<file path="config.mk">
export PLATFORM = sky130hd
export DESIGN_NAME = ssb_re_extractor
export DESIGN_NICKNAME = d
export VERILOG_FILES = /design/src/rtl/ssb_pkg.sv /design/src/rtl/axis_fifo.sv /design/src/rtl/ssb_re_extractor.sv
export SDC_FILE = /design/constraint.sdc
export NUM_CORES = 1
export LEC_CHECK = 0
export BUFFER_PORTS_ARGS = -buffer_cell sky130_fd_sc_hd__buf_4
export CORE_MARGIN = 1
export CORE_UTILIZATION = 60
export CTS_CLUSTER_DIAMETER = 200
export CTS_CLUSTER_SIZE = 24
export DETAILED_ROUTE_END_ITERATION = 7
export PLACE_DENSITY = 0.75
export SLEW_MARGIN = 10
export SYNTH_ARGS = -nofsm -noshare
export SYNTH_HDL_FRONTEND = slang
export SYNTH_SLANG_ARGS = --single-unit
</file>
<file path="constraint.sdc">
create_clock -name clk_i -period 7.16 [get_ports clk_i]
set_input_delay 0.716 -clock clk_i [delete_from_list [all_inputs] [get_ports clk_i]]
set_output_delay 0.716 -clock clk_i [all_outputs]
set_load 0.01 [all_outputs]
</file>
<file path="src/rtl/ssb_pkg.sv">
// Shared constants and state type for SSB resource-element extraction.
package ssb_pkg;

    localparam int SSB_LEN         = 240;
    localparam int SSS_OFFSET      = 56;
    localparam int SSS_LEN         = 127;
    localparam int PBCH_EDGE_LEN   = 48;
    localparam int PBCH_RE_PER_SSB = 576;

    typedef enum logic [1:0] {
        IDLE     = 2'd0,
        SSS_SYM  = 2'd1,
        PBCH_SYM = 2'd2
    } state_t;

endpackage

</file>
<file path="src/rtl/axis_fifo.sv">
// Synchronous AXI-stream FIFO with a registered head word.
// Push and pop may happen in the same cycle, also when the FIFO is full.
module axis_fifo #(
    parameter int DW    = 16,
    parameter int DEPTH = 16
) (
    input  logic          i_clk,
    input  logic          i_rst_n,
    input  logic [DW-1:0] i_tdata,
    input  logic          i_tvalid,
    output logic          o_full,
    output logic [DW-1:0] o_tdata,
    output logic          o_tvalid,
    input  logic          i_tready
);

    localparam int AW = $clog2(DEPTH);
    localparam int CW = $clog2(DEPTH + 1);

    logic [DW-1:0] r_mem [DEPTH];
    logic [AW-1:0] r_wr_ptr;
    logic [AW-1:0] r_rd_ptr;
    logic [CW-1:0] r_count;
    logic [DW-1:0] r_tdata;
    logic          r_tvalid;

    logic          w_pop;
    logic          w_push;
    logic [AW-1:0] w_rd_nxt;
    logic [CW-1:0] w_remain;
    logic [CW-1:0] w_count_nxt;

    assign o_full      = (r_count == CW'(DEPTH));
    assign w_pop       = r_tvalid & i_tready;
    assign w_push      = i_tvalid & (~o_full | w_pop);
    assign w_rd_nxt    = w_pop ? (r_rd_ptr + AW'(1)) : r_rd_ptr;
    // Entries still stored after this cycle's pop, before this cycle's push.
    assign w_remain    = r_count - CW'(w_pop);
    assign w_count_nxt = w_remain + CW'(w_push);

    assign o_tdata  = r_tdata;
    assign o_tvalid = r_tvalid;

    // Storage array: written on every accepted push, no reset needed.
    always_ff @(posedge i_clk) begin
        if (w_push) begin
            r_mem[r_wr_ptr] <= i_tdata;
        end
    end

    // Pointers, occupancy and the registered head word.
    always_ff @(posedge i_clk or negedge i_rst_n) begin
        if (!i_rst_n) begin
            r_wr_ptr <= '0;
            r_rd_ptr <= '0;
            r_count  <= '0;
            r_tdata  <= '0;
            r_tvalid <= 1'b0;
        end else begin
            if (w_push) begin
                r_wr_ptr <= r_wr_ptr + AW'(1);
            end
            r_rd_ptr <= w_rd_nxt;
            r_count  <= w_count_nxt;
            r_tvalid <= (w_count_nxt != '0);
            if (w_remain == '0) begin
                // Empty after the pop: the incoming word (if any) becomes the head.
                if (w_push) begin
                    r_tdata <= i_tdata;
                end
            end else begin
                r_tdata <= r_mem[w_rd_nxt];
            end
        end
    end

endmodule

</file>
<file path="src/rtl/ssb_re_extractor.sv">
// Maps demodulated FFT bins to SSB roles: SSS bins become hard BPSK bits,
// PBCH bins become saturated LLR pairs queued in a backpressured FIFO.
module ssb_re_extractor
    import ssb_pkg::*;
#(
    parameter int IN_DW      = 32,
    parameter int NFFT       = 8,
    parameter int SSB_START  = 8,
    parameter int LLR_DW     = 8,
    parameter int FIFO_DEPTH = 16
) (
    input  logic                clk_i,
    input  logic                reset_ni,
    input  logic [IN_DW-1:0]    s_axis_in_tdata,
    input  logic                s_axis_in_tvalid,
    input  logic                SSS_valid_i,
    input  logic                PBCH_valid_i,
    output logic                m_axis_SSS_tdata,
    output logic                m_axis_SSS_tvalid,
    output logic                SSS_done_o,
    output logic [2*LLR_DW-1:0] m_axis_PBCH_tdata,
    output logic                m_axis_PBCH_tvalid,
    input  logic                m_axis_PBCH_tready,
    output logic                PBCH_done_o,
    output logic                overflow_o,
    output logic                protocol_err_o
);

    localparam int HALF      = IN_DW / 2;
    localparam int LLR_SHIFT = HALF - LLR_DW;
    localparam int KW        = NFFT + 2;
    localparam int SCW       = $clog2(SSS_LEN + 1);
    localparam int PCW       = $clog2(PBCH_RE_PER_SSB);

    localparam logic signed [HALF-1:0] LLR_MAX = HALF'(2 ** (LLR_DW - 1) - 1);
    localparam logic signed [HALF-1:0] LLR_MIN = -LLR_MAX;

    localparam logic signed [KW-1:0] K_ZERO     = '0;
    localparam logic signed [KW-1:0] K_SSS_LO   = KW'(SSS_OFFSET);
    localparam logic signed [KW-1:0] K_SSS_HI   = KW'(SSS_OFFSET + SSS_LEN - 1);
    localparam logic signed [KW-1:0] K_EDGE1_HI = KW'(PBCH_EDGE_LEN - 1);
    localparam logic signed [KW-1:0] K_EDGE2_LO = KW'(SSB_LEN - PBCH_EDGE_LEN);
    localparam logic signed [KW-1:0] K_SSB_HI   = KW'(SSB_LEN - 1);

    // Truncating shift to LLR_DW bits, clamped symmetrically so the most
    // negative code never appears.
    function automatic logic signed [LLR_DW-1:0] f_llr(input logic signed [HALF-1:0] x);
        logic signed [HALF-1:0] v;
        v = x >>> LLR_SHIFT;
        if (v > LLR_MAX) begin
            v = LLR_MAX;
        end else if (v < LLR_MIN) begin
            v = LLR_MIN;
        end
        return v[LLR_DW-1:0];
    endfunction

    state_t            r_state;
    logic [NFFT-1:0]   r_bin_cnt;
    logic [SCW-1:0]    r_sss_cnt;
    logic [PCW-1:0]    r_pbch_cnt;
    logic              r_sss_tdata;
    logic              r_sss_tvalid;
    logic              r_sss_last;
    logic              r_sss_done;
    logic              r_pbch_done;
    logic              r_overflow;
    logic              r_proto_err;

    logic                   w_acc;
    logic                   w_gap;
    logic                   w_is_sss;
    logic                   w_entry;
    logic [NFFT-1:0]        w_bin;
    logic signed [KW-1:0]   w_k;
    logic                   w_in_sss;
    logic                   w_in_edge;
    logic                   w_in_ssb;
    logic                   w_sss_bit;
    logic                   w_pbch_re;
    logic [SCW-1:0]         w_sss_cnt_cur;
    logic signed [HALF-1:0] w_re;
    logic signed [HALF-1:0] w_im;
    logic [2*LLR_DW-1:0]    w_llr_word;
    logic                   w_fifo_full;
    logic                   w_drop;

    assign w_acc    = s_axis_in_tvalid & (SSS_valid_i | PBCH_valid_i);
    assign w_gap    = s_axis_in_tvalid & ~SSS_valid_i & ~PBCH_valid_i;
    // SSS wins when both qualifiers are asserted.
    assign w_is_sss = SSS_valid_i;
    // Fresh symbol: from IDLE, or the qualifier flipped mid-symbol.
    assign w_entry  = w_acc & ((r_state == IDLE) |
                               ((r_state == SSS_SYM) & ~w_is_sss) |
                               ((r_state == PBCH_SYM) & w_is_sss));
    assign w_bin    = w_entry ? '0 : r_bin_cnt;
    assign w_k      = $signed({2'b00, w_bin}) - KW'(SSB_START);

    assign w_in_sss  = (w_k >= K_SSS_LO) && (w_k <= K_SSS_HI);
    assign w_in_edge = ((w_k >= K_ZERO) && (w_k <= K_EDGE1_HI)) ||
                       ((w_k >= K_EDGE2_LO) && (w_k <= K_SSB_HI));
    assign w_in_ssb  = (w_k >= K_ZERO) && (w_k <= K_SSB_HI);

    assign w_sss_bit = w_acc & w_is_sss & w_in_sss;
    assign w_pbch_re = w_acc & (w_is_sss ? w_in_edge : w_in_ssb);

    assign w_sss_cnt_cur = (w_entry & w_is_sss) ? '0 : r_sss_cnt;

    assign w_re       = s_axis_in_tdata[HALF-1:0];
    assign w_im       = s_axis_in_tdata[IN_DW-1:HALF];
    assign w_llr_word = {f_llr(w_im), f_llr(w_re)};
    assign w_drop     = w_pbch_re & w_fifo_full & ~(m_axis_PBCH_tvalid & m_axis_PBCH_tready);

    // Symbol tracker: bin counter and symbol-type state.
    always_ff @(posedge clk_i or negedge reset_ni) begin
        if (!reset_ni) begin
            r_state   <= IDLE;
            r_bin_cnt <= '0;
        end else if (w_acc) begin
            r_bin_cnt <= w_bin + NFFT'(1);
            if (&w_bin) begin
                r_state <= IDLE;
            end else begin
                r_state <= w_is_sss ? SSS_SYM : PBCH_SYM;
            end
        end else if (w_gap) begin
            r_bin_cnt <= '0;
            r_state   <= IDLE;
        end
    end

    // SSS hard-decision output, bit counter and completion pulse.
    always_ff @(posedge clk_i or negedge reset_ni) begin
        if (!reset_ni) begin
            r_sss_tdata  <= 1'b0;
            r_sss_tvalid <= 1'b0;
            r_sss_cnt    <= '0;
            r_sss_last   <= 1'b0;
            r_sss_done   <= 1'b0;
        end else begin
            r_sss_tvalid <= w_sss_bit;
            r_sss_tdata  <= w_sss_bit & ~w_re[HALF-1];
            if (w_acc) begin
                r_sss_cnt <= w_sss_cnt_cur + SCW'(w_sss_bit);
            end
            r_sss_last <= w_sss_bit & (w_sss_cnt_cur == SCW'(SSS_LEN - 1));
            r_sss_done <= r_sss_last;
        end
    end

    // PBCH RE accounting plus sticky error flags.
    always_ff @(posedge clk_i or negedge reset_ni) begin
        if (!reset_ni) begin
            r_pbch_cnt  <= '0;
            r_pbch_done <= 1'b0;
            r_overflow  <= 1'b0;
            r_proto_err <= 1'b0;
        end else begin
            r_pbch_done <= w_pbch_re & (r_pbch_cnt == PCW'(PBCH_RE_PER_SSB - 1));
            if (w_pbch_re) begin
                r_pbch_cnt <= (r_pbch_cnt == PCW'(PBCH_RE_PER_SSB - 1)) ? '0 : r_pbch_cnt + PCW'(1);
            end
            if (w_drop) begin
                r_overflow <= 1'b1;
            end
            if (s_axis_in_tvalid & SSS_valid_i & PBCH_valid_i) begin
                r_proto_err <= 1'b1;
            end
        end
    end

    axis_fifo #(
        .DW    (2 * LLR_DW),
        .DEPTH (FIFO_DEPTH)
    ) u_pbch_fifo (
        .i_clk    (clk_i),
        .i_rst_n  (reset_ni),
        .i_tdata  (w_llr_word),
        .i_tvalid (w_pbch_re),
        .o_full   (w_fifo_full),
        .o_tdata  (m_axis_PBCH_tdata),
        .o_tvalid (m_axis_PBCH_tvalid),
        .i_tready (m_axis_PBCH_tready)
    );

    assign m_axis_SSS_tdata  = r_sss_tdata;
    assign m_axis_SSS_tvalid = r_sss_tvalid;
    assign SSS_done_o        = r_sss_done;
    assign PBCH_done_o       = r_pbch_done;
    assign overflow_o        = r_overflow;
    assign protocol_err_o    = r_proto_err;

endmodule
</file>
==> results of run 1 <==
## Yosys cell counts (17+ instances only)
| library cell | number |
|---|---|
| edfxtp_1 | 256 |
| nand2_1 | 119 |
| a211oi_1 | 73 |
| and3_1 | 73 |
| dfrtp_1 | 64 |
| a31oi_1 | 58 |
| clkbuf_1 | 44 |
| o22ai_1 | 26 |
| o21ai_0 | 23 |
| inv_1 | 22 |
| ha_1 | 17 |
| nor2_1 | 17 |
| nor2b_1 | 17 |
## metal layers
| metal | GRT usage (%) | wire length [µm] | vias up |
|---|---|---|---|
| met5 | 0 | 0 | - |
| met4 | 7.905 | 713 | 0 |
| met3 | 4.143 | 2525 | 60 |
| met2 | 46.15 | 15700 | 370 |
| met1 | 37.76 | 13170 | 4346 |
| li1 | - | - | 4053 |
## power groups by stage
stage	logic (mW)	clock network [mW]	registers [mW]
global placement	1.84	0	2.23
CTS	1.89	1.04	2.19
global route	2.08	1.10	2.20
finish	1.92	1.03	2.19
detailed placement	1.88	0	2.23
floorplan	1.31	0	2.22
## stage by stage
step | std cells | total power [mW] | hold slack (ns) | setup slack, ns
final | 1339 | 5.142 | 0.3199 | 2.703
after global routing | 1339 | 5.375 | 0.3746 | 2.396
after CTS | 1339 | 5.119 | 0.3417 | 2.794
after detailed placement | 1310 | 4.117 | 0.3464 | 2.296
after global placement | 1310 | 4.070 | 0.3319 | 2.322
after floorplan | 1033 | 3.531 | 0.3312 | 2.455
## logic make-up (layout without fill, tap and decap cells)
logic type | after synthesis | after routing | share of synthesized area (%)
AND/OR/NAND/NOR | 305 | 305 | 11.91
adder cells (fa/ha/maj) | 17 | 17 | 1.535
multiplexers | 11 | 11 | 1.372
XOR/XNOR | 17 | 17 | 1.074
AO/OA/AOI/OAI | 274 | 274 | 14.33
flip-flops | 320 | 320 | 67.03
buffers and inverters | 89 | 110 | 2.754
## worst paths after layout
kind | start | end | slack (ns) | cells after the start
setup / recovery | r_state[0] | u_pbch_fifo.r_mem[11][3] | 2.70 | 10
hold / removal | reset_ni | r_bin_cnt[4] | 0.32 | 1
setup reg to reg | r_state[0] | u_pbch_fifo.r_mem[11][3] | 2.70 | 10
hold reg to reg | r_sss_last | SSS_done_o | 0.36 | 0
max in group asynchronous | reset_ni | u_pbch_fifo.r_wr_ptr[0] | 6.28 | 1
min in group clk_i | r_sss_last | SSS_done_o | 0.36 | 0
## registers in the layout, indices dropped and copies added, names as in the netlist
name	cells
u_pbch_fifo.r_mem	256
u_pbch_fifo.o_tdata	16
r_pbch_cnt	10
r_bin_cnt	8
r_sss_cnt	7
u_pbch_fifo.r_count	5
u_pbch_fifo.r_rd_ptr	4
u_pbch_fifo.r_wr_ptr	4
r_state	2
PBCH_done_o	1
SSS_done_o	1
m_axis_SSS_tdata	1
m_axis_SSS_tvalid	1
overflow_o	1
protocol_err_o	1
r_sss_last	1
u_pbch_fifo.o_tvalid	1
## layout make-up
class,count,area share (%)
inverters,23,0.5886
clock buffers,27,3.111
flip-flops and latches,320,62.42
well taps,285,2.396
multi-input cells,624,28.39
repair buffers,58,2.926
clock inverters,2,0.1682
==> key figures, run 1 <==
Setup path
  – Largest stage delay on the critical path: 1.08 ns
  – Startpoint Class: flop
  – CP max FO: 19
  – Crit. End Element: flop
  – Req. time, crit path: roughly 7.3 ns
  – Slowest CP cell: and4b_1
  – CP cell instances: nor2b_1 -> o21ai_1 -> nand2_1 -> ha_1 -> o21ai_0 -> a32oi_1 -> o21ai_2 -> buf_4 -> nand2_4 -> and4b_1
  – Crit-path leading delay family: simple AND/OR/NAND/NOR gates
  – Setup CP Type: flop to flop
  – CP Data Arrival Time: about 4.6 ns
  – Worst Path Buf+Inv: 1

Die
  – Core Rows: 55
  – Die ar.: 23,710 µm²
  – Core area: approximately 23,000 µm²
  – Die W: about 150 µm
  – Top Ports: 61
  – Die extent in y: around 150 µm
  – Initial Util: approximately three fifths

Timing
  – Minimum clock period: between 4 and 5 ns
  – Clock Skew: 0.02820 ns
  – Fmax: between 200 and 250 MHz
  – Rel. slew slack: 16.45%
  – Crit share post-route: between 60% and 70%
  – Final-report hold violation count: 0
  – Setup-failing EPs final: 0
  – Slew @ Worst Pin: 1.252 ns
  – Setup TNS: 0 ns
  – Slew Limit Fails: 0
  – Unrepaired setup endpoints after global routing: false

Run
  – Maxcap violations: 0

Clocking
  – CTS Root Cell: clkbuf_16
  – Clock buffer depth: 3
  – Clock Sinks: 320
  – CTS Buf Count: 17
  – CTS resizes: 0
  – CTS tree: done
  – Latest clock arrival within the worst-skew pair: about 0.52 ns
  – Hold-fix buffers, CTS: 0
  – Postcts setup bufs: 0
  – Htree depth: 1
  – CTS clk-pin slew, worst paths: 0.10 ns

Layout
  – # diodes: 0
  – Layout area overhead: 7.376%
  – Cell area after layout: around 15,000 µm²
  – Post-layout util: 65.73%
  – Multi-input combinational cell area: 4224 µm²
  – Share of layout cells above drive strength 1: between 10% and 20%
  – Fin nets: around 1,100
  – Register Area: around 9300 µm²
  – Commonest non-fill, non-tap cells in the layout: edfxtp_1, nand2_1, and3_1, a211oi_1, dfrtp_1
  – # fillers: between 1,500 and 2,000
  – Leading cell type in the layout, fill and taps excluded: edfxtp_1

Global route
  – Initial antenna violation count: 0
  – Largest net degree at the start of global routing: between 70 and 80
  – Vias in the first global route: ~8,400
  – Total GRT Usage: between 20% and 30%
  – First-pass GRT wire length: just under 50 mm
  – GRT overflow: 0

Power and ir drop
  – P_sw: roughly 1.9 mW
  – Switching share of total power: between 30 and 40%
  – Internal power: ~3.3 mW
  – Leak Pwr: between 5 and 6 nW
  – Comb power frac: about 37%
  – Pwr per Cell Area: 345.5 nW/µm²
  – Worst VDD drop: around 0.00024 V
  – Sequential power share: a little over two fifths
  – Clock share of power: between 20% and 30%

Logic synthesis
  – Sequential area share after synthesis: approximately 67%
  – Warnings from Yosys: 0
  – Yosys top cell by area: edfxtp_1
  – Post-synth top area share: roughly 55%
  – Post-synthesis net count: roughly 1,100
  – Cell area after synthesis: 13,860 µm²
  – Synth Instances: 1,033
  – Largest cells by area after synthesis: edfxtp_1, dfrtp_1, a211oi_1
  – FF+latch count, synth: 320
  – Main synth FF type: edfxtp_1
  – Library cells used by synthesis: 71
  – Post-synth EDFFs: about 260
  – Mean area per synthesized cell: approximately 13 µm²
  – Async SR Flop Fraction: around a fifth

Route
  – DRT Pass-1 Iters: 5
  – Post-route DRC: 0
  – Drt wl/cell: around 24 µm
  – Detailed Route WL: 32.11 mm
  – Initial DRC Count: between 700 and 800
  – Post-DRT Antenna Nets: 0
  – Via density: 6.594
  – Vias: about 8,800

Outcome
  – Run status: completed

Place
  – Port bufs: between 40 and 50
  – DP Wirelength: 17.76 mm
  – DP Area: about 14,000 µm²
  – RD Place Congestion: between 0.8 and 0.9

Worst hold path
  – Worst Hold Class: input pin to async pin
Power figures use the tool's default switching activity.
==> run 2, diff against run 1 <==
- CORE_UTILIZATION: 60 -> 55
- PLACE_DENSITY: 0.75 -> 0.72
- clock period: 7.16 -> 4.06 ns (I/O delays scaled with it)
==> run 2 against run 1 <==
Compared with the run above: hold slack lost 0.30 ns; non-clock buffer count grew 28; utilization shrank 3.9 points; register-to-register slack lost 2.1 ns; final area grew 2.0%; combinational power grew 79%; clock power grew 77%; fmax grew 30%; largest power group unchanged; highest routed layer is now met5; critical path type unchanged.
==> key figures, run 2 (synthesized netlist as in run 1, its figures left out) <==
Layout
  – Layout area overhead: 9.534% (was 7.376%)
  – # diodes: 0 (unchanged)
  – Register Area: 9289 µm² (unchanged)
  – Max reg flops: 256 (unchanged)
  – Multi-input combinational cell area: 4219 µm² (was 4224 µm²)
  – Finished Layout Cells: 1,406 (was 1,339)
  – # fillers: 1,847 (was 1,612)
  – Commonest non-fill, non-tap cells in the layout: edfxtp_1, nand2_1, buf_4 (was edfxtp_1, nand2_1, and3_1, a211oi_1, dfrtp_1)
  – Share of layout cells above drive strength 1: 14.23% (was 12.24%)
  – Fin nets: 1,127 (was 1,099)
  – Leading cell type in the layout, fill and taps excluded: edfxtp_1 (unchanged)
  – Largest Register: u_pbch_fifo.r_mem (unchanged)

Timing
  – Slew Limit Fails: 0 (unchanged)
  – Fin Hold WS: 0.01595 ns (was 0.3199 ns)
  – Clock Skew: 0.02241 ns (was 0.02820 ns)
  – Crit share post-route: 84.39% (was 62.25%)
  – Slew @ Worst Pin: 1.106 ns (was 1.252 ns)
  – Rel. slew slack: 26.10% (was 16.45%)
  – Fmax: 291.9 MHz (was 224.4 MHz)
  – Unrepaired setup endpoints after global routing: false (unchanged)
  – Setup-failing EPs final: 0 (unchanged)
  – Minimum clock period: 3.426 ns (was 4.457 ns)
  – Setup TNS: 0 ns (unchanged)
  – Final-report hold violation count: 0 (unchanged)

Die
  – Top Ports: 61 (unchanged)
  – Core Rows: 57 (was 55)
  – Initial Util: 56.49% (was 61.21%)
  – Die ar.: 25,840 µm² (was 23,710 µm²)
  – Die W: 160.7 µm (was 154.0 µm)
  – Die extent in y: 160.7 µm (was 154.0 µm)
  – Core area: 24,530 µm² (was 22,640 µm²)

Setup path
  – RR Startpoint: r_state[0] (unchanged)
  – Crit. End Element: flop (unchanged)
  – Startpoint Class: flop (unchanged)
  – Worst setup startpoint: r_state[0] (unchanged)
  – Req. time, crit path: 4.43 ns (was 7.30 ns)
  – CP max FO: 5 (was 19)
  – Setup CP Type: flop to flop (unchanged)
  – CP Data Arrival Time: 3.80 ns (was 4.59 ns)

Clocking
  – Hold-fix buffers, CTS: 0 (unchanged)
  – CTS tree: done (unchanged)
  – Latest clock arrival within the worst-skew pair: 0.51 ns (was 0.52 ns)
  – CTS resizes: 0 (unchanged)
  – CTS Buf Count: 17 (unchanged)
  – Clock buffer depth: 3 (unchanged)
  – Postcts setup bufs: 0 (unchanged)
  – Clock Sinks: 320 (unchanged)
  – Htree depth: 1 (unchanged)
  – CTS Root Cell: clkbuf_16 (unchanged)
  – CTS clk-pin slew, worst paths: 0.10 ns (about the same)

Route
  – Post-route DRC: 0 (unchanged)
  – DRT Pass-1 Iters: 5 (unchanged)
  – Vias: 9,032 (was 8,829)
  – Initial DRC Count: 1,079 (was 767)
  – Via density: 6.424 (was 6.594)
  – Drt wl/cell: 23.04 µm (was 23.98 µm)
  – Detailed Route WL: 32.39 mm (was 32.11 mm)
  – Post-DRT Antenna Nets: 0 (unchanged)

Power and ir drop
  – Pwr per Cell Area: 600.6 nW/µm² (was 345.5 nW/µm²)
  – Worst VDD drop: 0.0006334 V (was 0.0002369 V)
  – Leak Pwr: 5.449 nW (was 5.295 nW)

Place
  – Port bufs: 44 (unchanged)
  – RD Place Congestion: 0.8383 (was 0.8165)
  – DP Wirelength: 18.30 mm (was 17.76 mm)
  – Placed cells: 1,377 (was 1,310)

Global route
  – Largest net degree at the start of global routing: 108 (was 76)
  – Total GRT Usage: 25.44% (was 27.55%)
  – First-pass GRT wire length: 50.19 mm (was 48.69 mm)
  – GRT overflow: 0 (unchanged)
  – Vias in the first global route: 8,586 (was 8,394)
  – Initial antenna violation count: 1 (was 0)

Run
  – Maxcap violations: 0 (unchanged)

Worst hold path
  – Worst Hold Class: input pin to async pin (unchanged)

Outcome
  – Run status: completed (unchanged)
run 2: power by group:
group | internal [mW] | switching, mW
registers | 3.72 | 0.138
clock network | 0.807 | 1.02
logic | 1.27 | 2.16
run 2: worst max-delay path, stage by stage, from the launching register on:
cell and delay (ns):
dfrtp_1 0.42, nor2b_1 0.06, o21ai_1 0.25, nand2_1 0.14
ha_1 0.34, or4b_2 0.63, o21ai_0 0.17, nand2_1 0.07
a211o_1 0.32, inv_1 0.09, ha_1 0.17, ha_1 0.17
nand2_1 0.08, nor3_1 0.18, xnor2_1 0.15, nor2_1 0.05
run 2: final timing paths:
kind	to	slack (ns)	cells past startpoint
min in group clk_i	m_axis_SSS_tdata	0.12	2
worst min register to register	SSS_done_o	0.35	0
max in group asynchronous	u_pbch_fifo.r_wr_ptr[1]	3.44	1
worst max-delay path	r_sss_cnt[6]	0.63	15
worst max register to register	r_sss_cnt[6]	0.63	15
worst min-delay path	r_pbch_cnt[8]	0.02	1
run 2: metal layers:
metal / track usage, % / wire [µm] / vias to the layer above
met5: 0 / 14 / -
met4: 6.775 / 694 / 2
met3: 3.306 / 2380 / 53
met2: 40.20 / 15050 / 347
met1: 37.46 / 14250 / 4520
li1: - / - / 4110
run 2: area by class of cell:
class                   count  area share (%)
flip-flops and latches    320           61.19
multi-input cells         624           27.79
repair buffers             86           4.583
clock buffers              28           3.075
well taps                 324           2.671
inverters                  23          0.5770
clock inverters             1          0.1072
run 2: metrics by stage:
stage / setup WS, ns / area [µm²] / utilization, % / power (mW)
after CTS: 0.6407 / 15180 / 61.87 / 9.096
after floorplan: 0.2743 / 13860 / - / 6.228
after global placement: 0.4749 / 14700 / 59.90 / 7.255
after global routing: 0.3880 / 15180 / 61.87 / 9.566
after detailed placement: 0.4447 / 14700 / 59.90 / 7.322
final: 0.6336 / 15180 / 61.87 / 9.116
